===== src/rtl/spi_ctrl_pkg.sv =====
// Shared definitions for the SPI master sequencing controller:
// FSM state encoding, transfer geometry and the CPHA edge-role decode.
package spi_ctrl_pkg;

  localparam int unsigned SPI_BITS  = 8;
  localparam int unsigned SPI_EDGES = 2 * SPI_BITS;
  localparam int unsigned EDGE_W    = 5;

  typedef enum logic [2:0] {
    ST_IDLE,
    ST_LOAD,
    ST_XFER,
    ST_TAIL,
    ST_DONE
  } spi_state_e;

  // edge_n is 1-based: odd edges lead, even edges trail.
  function automatic logic sample_on_edge(input logic cpha, input logic [EDGE_W-1:0] edge_n);
    return cpha ? ~edge_n[0] : edge_n[0];
  endfunction

  // No shift on the first CPHA=1 edge (MOSI already valid from the load)
  // and none on the final CPHA=0 edge.
  function automatic logic shift_on_edge(input logic cpha, input logic [EDGE_W-1:0] edge_n);
    if (cpha) begin
      return edge_n[0] && (edge_n >= EDGE_W'(3));
    end
    return ~edge_n[0] && (edge_n <= EDGE_W'(SPI_EDGES - 2));
  endfunction

endpackage


===== src/rtl/spi_baud_gen.sv =====
// Half-period counter for the SPI serial clock: pulses tick once every div+1
// cycles while run is high, and restarts from zero whenever run drops.
module spi_baud_gen #(
  parameter int unsigned DIV_W = 8
) (
  input  logic             PCLK,
  input  logic             PRESET,
  input  logic             run,
  input  logic [DIV_W-1:0] div,
  output logic             tick
);

  logic [DIV_W-1:0] cnt_q;
  logic [DIV_W-1:0] cnt_d;

  // Compare before incrementing so div = all-ones never wraps the counter.
  always_comb begin
    tick  = run && (cnt_q == div);
    cnt_d = cnt_q;
    if (!run || tick) begin
      cnt_d = '0;
    end else begin
      cnt_d = cnt_q + DIV_W'(1);
    end
  end

  always_ff @(posedge PCLK) begin
    if (PRESET) begin
      cnt_q <= '0;
    end else begin
      cnt_q <= cnt_d;
    end
  end

endmodule


===== src/rtl/spi_master_ctrl.sv =====
// SPI master sequencing controller: turns a start pulse into one 8-bit transfer,
// generating ss_n/sclk and the load/shift/sample strobes for the shift register.
module spi_master_ctrl
  import spi_ctrl_pkg::*;
#(
  parameter int unsigned DIV_W = 8
) (
  input  logic             PCLK,
  input  logic             PRESET,
  input  logic             start,
  input  logic             cpol,
  input  logic             cpha,
  input  logic [DIV_W-1:0] div,
  output logic             sclk,
  output logic             ss_n,
  output logic             load_tx_reg,
  output logic             enable,
  output logic             shift_event,
  output logic             sample_event,
  output logic             busy,
  output logic             done
);

  spi_state_e        state_q, state_d;
  logic              cpol_q, cpol_d;
  logic              cpha_q, cpha_d;
  logic [DIV_W-1:0]  div_q, div_d;
  logic [EDGE_W-1:0] ecnt_q, ecnt_d;
  logic [EDGE_W-1:0] edge_n;
  logic              sclk_q, sclk_d;
  logic              ss_n_q, ss_n_d;
  logic              load_q, load_d;
  logic              enable_q, enable_d;
  logic              shift_q, shift_d;
  logic              sample_q, sample_d;
  logic              busy_q, busy_d;
  logic              done_q, done_d;
  logic              run;
  logic              tick;

  assign run = (state_q == ST_XFER) || (state_q == ST_TAIL);

  spi_baud_gen #(
    .DIV_W (DIV_W)
  ) u_baud (
    .PCLK   (PCLK),
    .PRESET (PRESET),
    .run    (run),
    .div    (div_q),
    .tick   (tick)
  );

  // Outputs are registered from the current state, so every output lags the
  // state register by one cycle and no input reaches an output combinationally.
  always_comb begin
    state_d  = state_q;
    cpol_d   = cpol_q;
    cpha_d   = cpha_q;
    div_d    = div_q;
    ecnt_d   = ecnt_q;
    sclk_d   = sclk_q;
    edge_n   = ecnt_q + EDGE_W'(1);
    busy_d   = (state_q == ST_LOAD) || (state_q == ST_XFER) || (state_q == ST_TAIL);
    ss_n_d   = ~busy_d;
    load_d   = (state_q == ST_LOAD);
    enable_d = (state_q == ST_XFER);
    done_d   = (state_q == ST_DONE);
    shift_d  = 1'b0;
    sample_d = 1'b0;

    case (state_q)
      ST_IDLE: begin
        sclk_d = cpol;
        ecnt_d = '0;
        if (start) begin
          cpol_d  = cpol;
          cpha_d  = cpha;
          div_d   = div;
          state_d = ST_LOAD;
        end
      end
      ST_LOAD: begin
        ecnt_d  = '0;
        state_d = ST_XFER;
      end
      ST_XFER: begin
        if (tick) begin
          sclk_d   = ~sclk_q;
          ecnt_d   = edge_n;
          sample_d = sample_on_edge(cpha_q, edge_n);
          shift_d  = shift_on_edge(cpha_q, edge_n);
          if (edge_n == EDGE_W'(SPI_EDGES)) begin
            state_d = ST_TAIL;
          end
        end
      end
      ST_TAIL: begin
        if (tick) begin
          state_d = ST_DONE;
        end
      end
      ST_DONE: begin
        state_d = ST_IDLE;
      end
      default: begin
        state_d = ST_IDLE;
      end
    endcase
  end

  always_ff @(posedge PCLK) begin
    if (PRESET) begin
      state_q  <= ST_IDLE;
      cpol_q   <= 1'b0;
      cpha_q   <= 1'b0;
      div_q    <= '0;
      ecnt_q   <= '0;
      sclk_q   <= 1'b0;
      ss_n_q   <= 1'b1;
      load_q   <= 1'b0;
      enable_q <= 1'b0;
      shift_q  <= 1'b0;
      sample_q <= 1'b0;
      busy_q   <= 1'b0;
      done_q   <= 1'b0;
    end else begin
      state_q  <= state_d;
      cpol_q   <= cpol_d;
      cpha_q   <= cpha_d;
      div_q    <= div_d;
      ecnt_q   <= ecnt_d;
      sclk_q   <= sclk_d;
      ss_n_q   <= ss_n_d;
      load_q   <= load_d;
      enable_q <= enable_d;
      shift_q  <= shift_d;
      sample_q <= sample_d;
      busy_q   <= busy_d;
      done_q   <= done_d;
    end
  end

  assign sclk         = sclk_q;
  assign ss_n         = ss_n_q;
  assign load_tx_reg  = load_q;
  assign enable       = enable_q;
  assign shift_event  = shift_q;
  assign sample_event = sample_q;
  assign busy         = busy_q;
  assign done         = done_q;

endmodule


===== config.mk =====
export PLATFORM = sky130hd
export DESIGN_NAME = spi_master_ctrl
export DESIGN_NICKNAME = d
export VERILOG_FILES = /design/src/rtl/spi_ctrl_pkg.sv /design/src/rtl/spi_baud_gen.sv /design/src/rtl/spi_master_ctrl.sv
export SDC_FILE = /design/constraint.sdc
export NUM_CORES = 1
export LEC_CHECK = 0
export CORE_ASPECT_RATIO = 0.75
export CORE_MARGIN = 2
export CORE_UTILIZATION = 45
export DETAILED_ROUTE_END_ITERATION = 6
export PLACE_DENSITY = 0.7
export SYNTH_ARGS = -nofsm -noshare
export SYNTH_HDL_FRONTEND = slang
export SYNTH_SLANG_ARGS = --single-unit

===== constraint.sdc =====
create_clock -name PCLK -period 1.57 [get_ports PCLK]
set_input_delay 0.157 -clock PCLK [delete_from_list [all_inputs] [get_ports PCLK]]
set_output_delay 0.157 -clock PCLK [all_outputs]
set_load 0.01 [all_outputs]

==> run summary <==
## Clock network
- **Worst-Skew Late Latency** 0.28 ns
- **CTS tree** yes
- **clock slew at reported path FFs** 0.07 ns
- **clock buffer count from CTS** 5
- **number of clock sinks** 33
- **number of buffers between clock root and the deepest sink** 2
- **post-cts hold buffer count** 0
- **# H-tree levels** 2
- **Clk Tree Root Cell** sky130_fd_sc_hd__clkbuf_8

## Power and ir drop
- **Int Pwr** 1.329 mW
- **proportion of total power due to net switching** 0.2636
- **power density relative to cell area** 934.5 mW/mm^2
- **reported net switching power** 0.4757 mW
- **maximum VDD drop** 0.5574 mV
- **sequential cell fraction of total power** 0.501
- **leakage dissipation** 0.8019 nW
- **combinational fraction of design power** 0.165
- **Clock power frac** 0.334

## Timing
- **Fin Clk Skew** 0.006614 ns
- **final period demand of the worst path** 1.580 ns
- **TNS Setup** -0.009838 ns
- **final critical-path share of the clock period** 1.006
- **final worst slack** -0.009838 ns
- **final hold slack** 0.4227 ns
- **final slew viol count** 0
- **number of failing setup endpoints in the final timing report** 1
- **measured slew at the worst slew-check pin** 0.3906 ns
- **maximum clock frequency** 633.0 MHz
- **RSZ-0062 raised after global routing** true
- **total count of hold-check failures in the final report** 0
- **Max transition margin** 0.7376

## Synth
- **predominant post-synthesis flop cell** sky130_fd_sc_hd__dfxtp_1
- **number of flops mapped to enable cells by yosys** 0
- **Synth top area share** 0.4422
- **most used standard cell by instance count after synthesis** sky130_fd_sc_hd__dfxtp_1
- **cell type contributing the most total cell area after synthesis** sky130_fd_sc_hd__dfxtp_1
- **synthesis-stage register bit count** 33
- **post-synthesis cell area** 0.001494 mm^2
- **Seq/Total Area, Yosys** 0.4422
- **commonest cells in the synthesized netlist** 33 x sky130_fd_sc_hd__dfxtp_1, 27 x sky130_fd_sc_hd__nand2_1, 14 x sky130_fd_sc_hd__xor2_1
- **average footprint of a synthesized cell** 8.788 um^2
- **top cells by area, synth** sky130_fd_sc_hd__dfxtp_1 44%, sky130_fd_sc_hd__xor2_1 8.2%, sky130_fd_sc_hd__nand2_1 6.8%
- **Post-Syn Instances** 170
- **count of different cell masters after synthesis** 37
- **Synth Warn #** 0
- **post-synth net total** 186
- **share of synthesized flip-flops with an asynchronous set or reset** 0

## Detailed routing
- **number of DRC markers in iteration 0** 75
- **routed len/inst** 13.53 um
- **Routed Wire Length** 3356 um
- **DRC violation count after routing** 0
- **first-pass iteration count of the detailed router** 4
- **detail-routed via count per cell** 5.250
- **via count** 1302
- **antenna-violating nets left** 0

## Finish
- **number of filler instances in the final layout** 291
- **largest registers** div_q: 8 flops, u_baud.cnt_q: 8 flops, ecnt_q: 5 flops
- **final non-filler cell area** 0.001931 mm^2
- **net count of the finished layout** 223
- **post-layout instance count excluding filler cells** 248
- **Antenna Diode Count** 0
- **share of layout cells above drive strength 1** 0.1779
- **post-synthesis to final-layout area growth** 29.23%

## Flow run
- **number of maximum-capacitance constraint violations** 0

## Setup path
- **setup slack of the most critical reg-to-reg path** -0.01 ns
- **origin of the critical flop-to-flop path** div_q[7]$_SDFFE_PP0P_
- **path type of the worst setup path** reg2reg
- **required time of the critical path** 1.78 ns
- **r2r endpoint** ecnt_q[3]$_SDFFE_PP0P_
- **top fanout value on the critical path** 4
- **CP Launch Point** div_q[7]$_SDFFE_PP0P_
- **Worst Reg2Reg Path Length in Cells** 6
- **type of element launching the critical path** flip-flop
- **capturing element of the worst setup path** ecnt_q[3]$_SDFFE_PP0P_
- **Worst Path Arrival** 1.79 ns
- **element type at the critical path end** flip-flop

## Floorplan
- **full die area** 0.003802 mm^2
- **Placeable Area** 0.003221 mm^2
- **height of the chip** 53.90 um
- **effective utilization at floorplan** 0.4639
- **IO Pins** 21
- **width of the chip** 70.53 um
- **standard-cell row count** 18

## Min path
- **worst hold stages** 3
- **path type of the worst min-delay path** in2reg

## Global route
- **wire length of the first global-routing pass** 5485 um
- **combined global-route utilization of all metal layers** 0.1920
- **Overflow after GRT** 0
- **vias in the first global route** 1223
- **largest net degree at the start of global routing** 11
- **antenna violations before repair** 0

## Placement
- **standard cell area after detailed placement** 0.001823 mm^2
- **pre-CTS setup slack** -0.006427 ns
- **Inst Count DP** 239
- **HPWL Detailed** 2496 um
- **I/O Buffers** 20
- **routability-driven placement congestion ratio** 0.8145

## Run status
- **violated checks** negative setup slack
- **result of the run** finished with violations

power groups by stage:
stage | Clock, mW | Sequential, mW | Combinational, mW
2_1_floorplan | 0 | 0.915 | 0.179
3_3_place_gp | 0 | 0.918 | 0.280
3_5_place_dp | 0 | 0.921 | 0.289
4_1_cts | 0.613 | 0.902 | 0.294
5_1_grt | 0.662 | 0.907 | 0.323
6_report | 0.603 | 0.903 | 0.297
layout by cell type (no fill, tap or decap), drive strengths merged:
cell type / count
a211oi: 1
a21bo: 1
a21oi: 12
a22o: 1
a31o: 1
a31oi: 4
a41oi: 1
and2: 1
and3: 5
and4: 1
buf: 15
clkbuf: 6
clkdlybuf4s50: 20
clkinv: 2
dfxtp: 33
ha: 3
inv: 7
nand2: 27
nand3: 11
nand3b: 2
nand4: 2
nand4b: 1
nor2: 14
nor2b: 3
nor3: 3
nor3b: 1
nor4: 2
o21ai: 5
o22ai: 3
o41ai: 1
or3: 2
xnor2: 3
xor2: 14
worst max-delay path, stage by stage, from the launching register on:
cell	delay (ns)
sky130_fd_sc_hd__dfxtp_2	0.34
sky130_fd_sc_hd__xor2_2	0.18
sky130_fd_sc_hd__nor4_4	0.30
sky130_fd_sc_hd__buf_4	0.18
sky130_fd_sc_hd__nand4_1	0.11
sky130_fd_sc_hd__or3_1	0.33
sky130_fd_sc_hd__o21ai_1	0.08
logic make-up after synthesis:
family | after synthesis | synth area share
adders and majority gates | 3 | 0.02513
buffers and inverters | 12 | 0.03518
AOI/OAI and AO/OA | 30 | 0.1248
xor gates and xnor gates | 17 | 0.09967
DFF | 33 | 0.4422
and+or+nand+nor | 75 | 0.2730
how the worst min path moves through the flow:
stage / startpoint / slack, ns / endpoint
after floorplan: div[0] / 0.29 / div_q[0]$_SDFFE_PP0P_
after global routing: cpha / 0.43 / cpha_q$_SDFFE_PP0P_
after CTS: div[2] / 0.42 / div_q[2]$_SDFFE_PP0P_
after global placement: div_q[5]$_SDFFE_PP0P_ / 0.46 / div_q[5]$_SDFFE_PP0P_
final: cpha / 0.42 / cpha_q$_SDFFE_PP0P_
after detailed placement: div_q[7]$_SDFFE_PP0P_ / 0.47 / div_q[7]$_SDFFE_PP0P_
cell type report:
cell class	count	area, um^2	share of cell area
clock buffer	6	72.57	0.03759
timing repair buffer	35	312.8	0.1620
sequential	33	664.4	0.3441
clock inverter	2	10.01	0.005185
multi-input combinational	125	794.5	0.4115
tap	40	50.05	0.02592
inverter	7	26.28	0.01361
metrics by stage:
| stage | utilization | power, mW |
|---|---|---|
| 2_1_floorplan | - | 1.095 |
| 3_3_place_gp | 0.5660 | 1.198 |
| 3_5_place_dp | 0.5660 | 1.209 |
| 4_1_cts | 0.5929 | 1.810 |
| 5_1_grt | 0.5995 | 1.892 |
| 6_report | 0.5995 | 1.804 |
repair_timing:
item / 4_1_cts / 5_1_grt
endpoints found under the setup margin: 13 / 6
setup buffers: 0 / 1
gates resized for setup: 3 / 4
cloned: 0 / 0
pin swaps: 2 / 0
routing by layer:
| metal | up-vias | global-route usage | routed length (um) |
|---|---|---|---|
| met2 | 43 | 0.3176 | 1547 |
| met1 | 598 | 0.2477 | 1577 |
| met3 | 4 | 0.05243 | 217 |
| met4 | 0 | 0.06604 | 12 |
| met5 | - | 0 | 0 |
| li1 | 657 | - | - |
No activity file was read; power rests on OpenSTA's default activity.
